--- src/rtl/down_timer.sv ---
// ---------------------------------------------------------------------------
// down_timer
//
// Programmable down-counting timer. A start value is loaded through a
// valid/ready handshake while idle and is counted down to zero on enabled
// cycles. Reaching zero produces a registered one-cycle terminal-count pulse.
// With auto_reload set at that moment the timer restarts from the loaded
// value with no dead cycle, which gives a periodic tick.
//
// Parameters
//   n   width of the count value, reload register and load_value
//   cw  width of the saturating terminal-count event counter
//
// Ports
//   clk          clock, all state updates on the rising edge
//   clr_n        synchronous active-low reset, overrides every other input
//   en           count enable, low freezes the count while running
//   load_valid   load request, load_value is valid
//   load_value   start / reload value
//   load_ready   high while idle, a load is accepted this cycle
//   auto_reload  sampled at terminal count: 1 reloads, 0 stops
//   abort        cancels a running count without a terminal pulse
//   r            current count value
//   busy         high while counting
//   tc           one-cycle terminal-count pulse
//   tc_cnt       number of tc pulses since reset, saturating
// ---------------------------------------------------------------------------
module down_timer #(
    parameter int n  = 32,
    parameter int cw = 8
) (
    input  logic          clk,
    input  logic          clr_n,
    input  logic          en,
    input  logic          load_valid,
    input  logic [n-1:0]  load_value,
    output logic          load_ready,
    input  logic          auto_reload,
    input  logic          abort,
    output logic [n-1:0]  r,
    output logic          busy,
    output logic          tc,
    output logic [cw-1:0] tc_cnt
);

    typedef enum logic {
        IDLE = 1'b0,
        RUN  = 1'b1
    } state_t;

    localparam logic [n-1:0]  ONE     = n'(1);
    localparam logic [cw-1:0] CNT_MAX = '1;

    state_t        state;
    state_t        state_nx;
    logic [n-1:0]  reload_reg;
    logic [n-1:0]  r_nx;
    logic [n-1:0]  reload_nx;
    logic          tc_nx;

    // The handshake and the busy flag are pure decodes of the state, so a
    // load is never accepted while a count is in progress.
    assign load_ready = (state == IDLE);
    assign busy       = (state == RUN);

    // Next-state and next-value logic. In RUN the priority is abort, then
    // terminal count, then plain decrement. A zero-length load never enters
    // RUN; it only raises tc for one cycle. The terminal check is on r==1 so
    // tc rises on the same edge that r reaches zero (or reloads), which makes
    // a load of N take exactly N enabled cycles.
    always_comb begin
        state_nx  = state;
        r_nx      = r;
        reload_nx = reload_reg;
        tc_nx     = 1'b0;
        case (state)
            IDLE: begin
                if (load_valid) begin
                    if (load_value != '0) begin
                        r_nx      = load_value;
                        reload_nx = load_value;
                        state_nx  = RUN;
                    end else begin
                        tc_nx = 1'b1;
                    end
                end
            end
            RUN: begin
                if (abort) begin
                    r_nx     = '0;
                    state_nx = IDLE;
                end else if (en) begin
                    if (r == ONE) begin
                        tc_nx = 1'b1;
                        if (auto_reload) begin
                            r_nx = reload_reg;
                        end else begin
                            r_nx     = '0;
                            state_nx = IDLE;
                        end
                    end else if (r > ONE) begin
                        r_nx = r - ONE;
                    end
                end
            end
            default: begin
                r_nx     = '0;
                state_nx = IDLE;
            end
        endcase
    end

    // State and datapath registers. The event counter sticks at its maximum
    // instead of wrapping, while tc itself still pulses after saturation.
    always_ff @(posedge clk) begin
        if (!clr_n) begin
            state      <= IDLE;
            r          <= '0;
            reload_reg <= '0;
            tc         <= 1'b0;
            tc_cnt     <= '0;
        end else begin
            state      <= state_nx;
            r          <= r_nx;
            reload_reg <= reload_nx;
            tc         <= tc_nx;
            if (tc_nx && (tc_cnt != CNT_MAX)) begin
                tc_cnt <= tc_cnt + cw'(1);
            end
        end
    end

endmodule

--- config.mk ---
export PLATFORM = sky130hd
export DESIGN_NAME = down_timer
export DESIGN_NICKNAME = d
export VERILOG_FILES = /design/src/rtl/down_timer.sv
export SDC_FILE = /design/constraint.sdc
export NUM_CORES = 1
export LEC_CHECK = 0
export ABC_AREA = 1
export CAP_MARGIN = 40
export CORE_MARGIN = 2
export CORE_UTILIZATION = 50
export CTS_BUF_LIST = sky130_fd_sc_hd__clkbuf_2
export CTS_CLUSTER_SIZE = 24
export DETAILED_ROUTE_END_ITERATION = 10
export GPL_TIMING_DRIVEN = 0
export HOLD_SLACK_MARGIN = 0.03
export MAX_ROUTING_LAYER = met4
export PLACE_DENSITY = 0.76
export SLEW_MARGIN = 20
export SYNTH_ARGS = -nofsm -noshare
export SYNTH_HDL_FRONTEND = slang
export SYNTH_SLANG_ARGS = --single-unit
--- constraint.sdc ---
create_clock -name clk -period 2.3 [get_ports clk]
set_input_delay 0.23 -clock clk [delete_from_list [all_inputs] [get_ports clk]]
set_output_delay 0.23 -clock clk [all_outputs]
set_load 0.02 [all_outputs]
==> metrics.txt, run 1 <==
Cell Area, Synth 0.00473 mm2; Root Buffer clkbuf_2; Initial DRC Count 352; clock power share 0.283; final worst setup slack 0.120 ns; yosys synthesis warning count 0; final slew viol count 0; postcts setup bufs 0; global-route usage over all layers 0.318; largest net degree at the start of global routing 17; DR vias 5363; pre-CTS WS -0.0216 ns; CTS tree yes; max cap viols 0; min cycle time layout 2.18 ns; chip height 101 um; average wire per standard cell 14.9 um; Max Freq 459 MHz; drt total wl 15200 um; antenna violations before repair 0; Die W 101 um; fin crit share 0.948; layout cells sized above 1 0.0503; clk slew on worst S/H paths 0.21 ns; Area growth, synth to finish 23.6%; slowest stage cell on the critical path clkdlybuf4s50_1; Setup-failing EPs final 0; Clock Sinks 74; vias per cell 5.23; setup TNS 0 ns; min-delay src load_value[25]; Distinct cells, synth 25; CP Max Fanout 16; vias in the first global route 5067; worst path cell trace clkinv_4 -> clkbuf_2 -> clkdlybuf4s50_1; Total Nets Final 950; Reg-to-Reg End r[8]; row count 35; Pint 2.24 mW; part of the power in registers 0.426; DRC Markers 0; antenna-violating nets left 0; FF+latch count, synth 74; drt pass-1 iters 5; max_slew headroom 0.605; Num CTS Buffers 9; register area share after synthesis 0.313; Hold Path Cell Cnt 3; Slew @ Worst Pin 0.592 ns; slowest stage delay, CP 0.64 ns; worst reg2reg startpoint r[0]; P per Cell Area 591 mW/mm2; Ports 81; HP Class in2reg; Worst R2R Setup Slack 0.19 ns; Logic pwr share 0.291; final std cells w/o fill 1025; most frequent cells in the layout nand2_1 (312), nor2_1 (146), clkdlybuf4s50_1 (79); Clk Latency, worst-skew pair 0.54 ns; Peak VDD IR 0.000275 V; Initial Util 0.514; RSZ-0062 raised after global routing no; DP Wirelength 12200 um; total net switching power 1.22 mW; post-layout util 0.636; Reg2Reg Depth 12; LEAKAGE 2.56 nW; Worst Path Required 2.07 ns; total grt overflow 0; Syn Nets 861; dpl cells 1010; first-pass GRT wire length 24700 um; hold endpoint reload_reg[25]; Startpoint Class flip-flop; average size of a mapped cell 5.77 um2; Port Buffers 79; leading cell type in the layout, fill and taps excluded nand2_1; Worst EP arrival 1.95 ns; H-tree depth 3; Syn Inst Count 820; kind of critical path reg2out; Hold Fails Final Rpt 0; Worst Setup SP busy; total power 3.46 mW; Max Buffers Root-to-Sink 2; Core ar. 0.00920 mm2; Sw Ratio 0.353; die area 0.0103 mm2; ANT cells 0; status completed; clock skew 0.0238 ns; routability cong. 1.05; Worst setup EP type output pin
## routing by layer
layer / routed length (um) / GRT usage
met1: 6980 / 0.434
met2: 6760 / 0.487
met3: 1120 / 0.0331
met4: 365 / 0.121
met5: 0 / -
## worst max path at each step
stage	slack (ns)	end
after global routing	0.003	tc_cnt[2]
after CTS	0.02	r[2]
after detailed placement	-0.02	reload_reg[6]
after global placement	-0.01	reload_reg[7]
final	0.12	load_ready
after floorplan	0.36	r[2]
## area by class of cell
class / count / area, um2
Clock buffer: 10 / 50.0
Buffer: 34 / 164
Inverter: 63 / 241
Timing Repair Buffer: 79 / 791
Multi-Input combinational cell: 648 / 2860
Sequential cell: 74 / 1490
Clock inverter: 6 / 115
Tap cell: 111 / 139
Fill cell: 927 / 3350
## kinds of logic (layout without fill, tap and decap cells)
kind of cell / Yosys count / after routing / share of synthesized area
buffers and inverters: 98 / 192 / 0.0846
flip-flops: 74 / 74 / 0.313
adder cells (fa/ha/maj): 3 / 3 / 0.00794
AO/OA/AOI/OAI: 92 / 92 / 0.101
XOR/XNOR: 21 / 21 / 0.0389
AND/OR/NAND/NOR: 532 / 532 / 0.454
## per-stage QoR
step / hold WS (ns) / area [um2]
after floorplan: 0.375 / 4730
after global placement: 0.454 / 5660
after detailed placement: 0.458 / 5660
after CTS: 0.264 / 5830
after global routing: 0.268 / 5850
final: 0.299 / 5850
## power groups by stage
stage / clock (mW) / sequential [mW] / combinational [mW]
finish: 0.980 / 1.47 / 1.01
global route: 1.04 / 1.48 / 1.12
CTS: 0.987 / 1.47 / 0.986
detailed placement: 0 / 1.50 / 0.980
global placement: 0 / 1.49 / 0.968
floorplan: 0 / 1.54 / 0.555
## cells in the mapped netlist
cell	count	area (um2)
nand4_1	17	106
nand3_4	2	35.0
buf_6	2	22.5
nor3_1	5	25.0
nand3_1	43	215
a21oi_1	58	290
nand2_2	1	6.26
clkinv_1	2	7.51
o21ai_0	25	125
o211ai_1	2	15.0
a211oi_1	4	30.0
inv_1	60	225
ha_1	3	37.5
a31oi_1	2	12.5
nor2_2	2	12.5
buf_2	14	70.1
nor2_4	2	22.5
nor2_1	147	552
xor2_1	18	158
inv_2	1	3.75
clkbuf_1	19	71.3
xnor2_1	3	26.3
nand2_1	313	1170
o21ai_1	1	5.00
dfxtp_1	74	1480
## repair_timing
item,4_1_cts,5_1_grt
endpoints found under the hold margin,0,0
endpoints found under the setup margin,1,33
hold buffers,0,0
pin swaps,0,0
gates resized for setup,4,6
## worst max-delay path, delay by kind of cell, from the launching register on
| family | cells | cell delay (ns) |
|---|---|---|
| buf+inv | 3 | 1.00 |
| flops | 1 | 0.43 |
No activity file was read; power rests on OpenSTA's default activity.
==> run 2: changes to the inputs <==
Settings changed: CORE_MARGIN 2 to unset.
==> metrics.txt, run 2 (synthesis gave the netlist of run 1 again) <==
ANT cells 0 (unchanged); layout cells sized above 1 0.0514 (was 0.0503); vias in the first global route 4993 (was 5067); CTS tree yes (unchanged); Clk Latency, worst-skew pair 0.53 ns (was 0.54 ns); Ports 81 (unchanged); vias per cell 5.20 (was 5.23); slowest stage cell on the critical path clkdlybuf4s50_1 (unchanged); DRC Markers 0 (unchanged); row count 35 (unchanged); RSZ-0062 raised after global routing no (unchanged); Reg2Reg Depth 12 (unchanged); Worst Path Required 2.07 ns (about the same); chip height 99.3 um (was 101 um); clk slew on worst S/H paths 0.22 ns (was 0.21 ns); Area growth, synth to finish 22.5% (was 23.6%); Num CTS Buffers 9 (unchanged); WP buf/inv 3 (unchanged); Startpoint Class flip-flop (unchanged); most frequent cells in the layout nand2_1 (312), nor2_1 (146), clkdlybuf4s50_1 (79) (unchanged); worst path cell trace inv_4 -> clkbuf_2 -> clkdlybuf4s50_1 (was clkinv_4 -> clkbuf_2 -> clkdlybuf4s50_1); fin crit share 0.969 (was 0.948); min cycle time layout 2.23 ns (was 2.18 ns); drt pass-1 iters 5 (unchanged); Die W 99.3 um (was 101 um); global-route usage over all layers 0.325 (was 0.318); setup TNS 0 ns (unchanged); Port Buffers 79 (unchanged); average wire per standard cell 14.6 um (was 14.9 um); Setup-failing EPs final 0 (unchanged); HP Class in2reg (unchanged); met2 usage 0.503 (was 0.487); Total Nets Final 950 (unchanged); Max Freq 449 MHz (was 459 MHz); Core ar. 0.00920 mm2 (unchanged); DR vias 5332 (was 5363); LEAKAGE 2.54 nW (was 2.56 nW); kind of critical path reg2out (unchanged); total power 3.22 mW (was 3.46 mW); hold-fix buffers at CTS 0 (unchanged); Hold Path Cell Cnt 5 (was 3); Worst EP arrival 2.00 ns (was 1.95 ns); drt total wl 15000 um (was 15200 um); total grt overflow 0 (unchanged); largest net degree at the start of global routing 17 (unchanged); clock skew 0.0469 ns (was 0.0238 ns); Peak VDD IR 0.000275 V (about the same); CP top delay family buffers and inverters (unchanged); H-tree depth 3 (unchanged); met3 usage 0.0372 (was 0.0331); final slew viol count 0 (unchanged); GR Util met1 0.448 (was 0.434); antenna violations before repair 0 (unchanged); hold endpoint busy (was reload_reg[25]); final worst setup slack 0.0719 ns (was 0.120 ns); Hold Fails Final Rpt 0 (unchanged); max_slew headroom 0.574 (was 0.605); slowest stage delay, CP 0.64 ns (about the same); Slew @ Worst Pin 0.640 ns (was 0.592 ns); antenna-violating nets left 0 (unchanged); leading cell type in the layout, fill and taps excluded nand2_1 (unchanged); max cap viols 0 (unchanged); Clock Sinks 74 (unchanged); Root Buffer clkbuf_2 (unchanged); CP Max Fanout 16 (unchanged); routability cong. 0.963 (was 1.05); die area 0.00985 mm2 (was 0.0103 mm2); Worst setup EP type output pin (unchanged); first-pass GRT wire length 24400 um (was 24700 um); DP Wirelength 12000 um (was 12200 um); status completed (unchanged); P per Cell Area 555 mW/mm2 (was 591 mW/mm2); Worst R2R Setup Slack 0.19 ns (about the same); Max Buffers Root-to-Sink 2 (unchanged); pre-CTS WS -0.00320 ns (was -0.0216 ns); Initial DRC Count 340 (was 352); Initial Util 0.514 (unchanged); worst reg2reg startpoint r[1] (was r[0]); Reg-to-Reg End r[13] (was r[8]); min-delay src auto_reload (was load_value[25]); Hold WS 0.301 ns (was 0.299 ns); most used routing layer met2 (unchanged)
run 2: cell count changes in the layout (fill, tap and decap cells not counted):
cell and change:
buf_2 -1, bufinv_16 -2, clkbuf_1 -1, clkbuf_2 +1, clkbuf_4 +1, clkinv_2 +2, clkinv_4 -2, dfxtp_2 +1
dfxtp_4 -1, inv_4 +1, inv_6 +1
run 2: routing by layer:
layer  part of all wire  routed length (um)  vias up
met5                  0                   0        -
met1               0.47                6990     2337
met2               0.44                6620      219
li1                   -                   -     2748
met4              0.014                 203        0
met3              0.079                1180       28
run 2: cell type report:
| type | count | area, um2 |
|---|---|---|
| clock buffers | 10 | 50.0 |
| well taps | 111 | 139 |
| inverters | 63 | 239 |
| multi-input cells | 648 | 2860 |
| flip-flops and latches | 74 | 1480 |
| repair buffers | 79 | 791 |
| clock inverters | 6 | 65.1 |
| plain buffers | 34 | 168 |
| fillers | 918 | 3400 |
run 2: worst max-delay path by stage:
stage	startpoint	endpoint	slack, ns	depth (start not counted)
2_1_floorplan	r[0]	r[2]	0.36	12
3_3_place_gp	load_value[31]	reload_reg[7]	-0.004	10
3_5_place_dp	load_value[28]	reload_reg[7]	-0.003	10
4_1_cts	r[1]	r[0]	0.02	12
5_1_grt	busy	load_ready	0.0006	3
6_report	busy	load_ready	0.07	3
run 2: report_power, final:
group	switching (mW)	total, mW	internal (mW)
Sequential	0.0961	1.47	1.38
Combinational	0.617	1.00	0.383
Clock	0.488	0.745	0.257
Total	1.20	3.22	2.02
run 2: worst min-delay path, delay by kind of cell:
family | cells | cell delay [ns]
simple gates | 2 | 0.16
compound gates | 1 | 0.05
buf+inv | 2 | 0.37
run 2: repair_timing:
action / in CTS / in global routing
setup endpoints to repair: 1 / 33
setup buffers: 0 / 0
gates cloned: 0 / 0
resized for setup: 3 / 9
run 2: through the flow:
stage / cells / cell area [um2] / util
2_1_floorplan: 820 / 4730 / -
3_3_place_gp: 1010 / 5660 / 0.616
3_5_place_dp: 1010 / 5660 / 0.616
4_1_cts: 1025 / 5780 / 0.628
5_1_grt: 1025 / 5800 / 0.630
6_report: 1025 / 5800 / 0.630
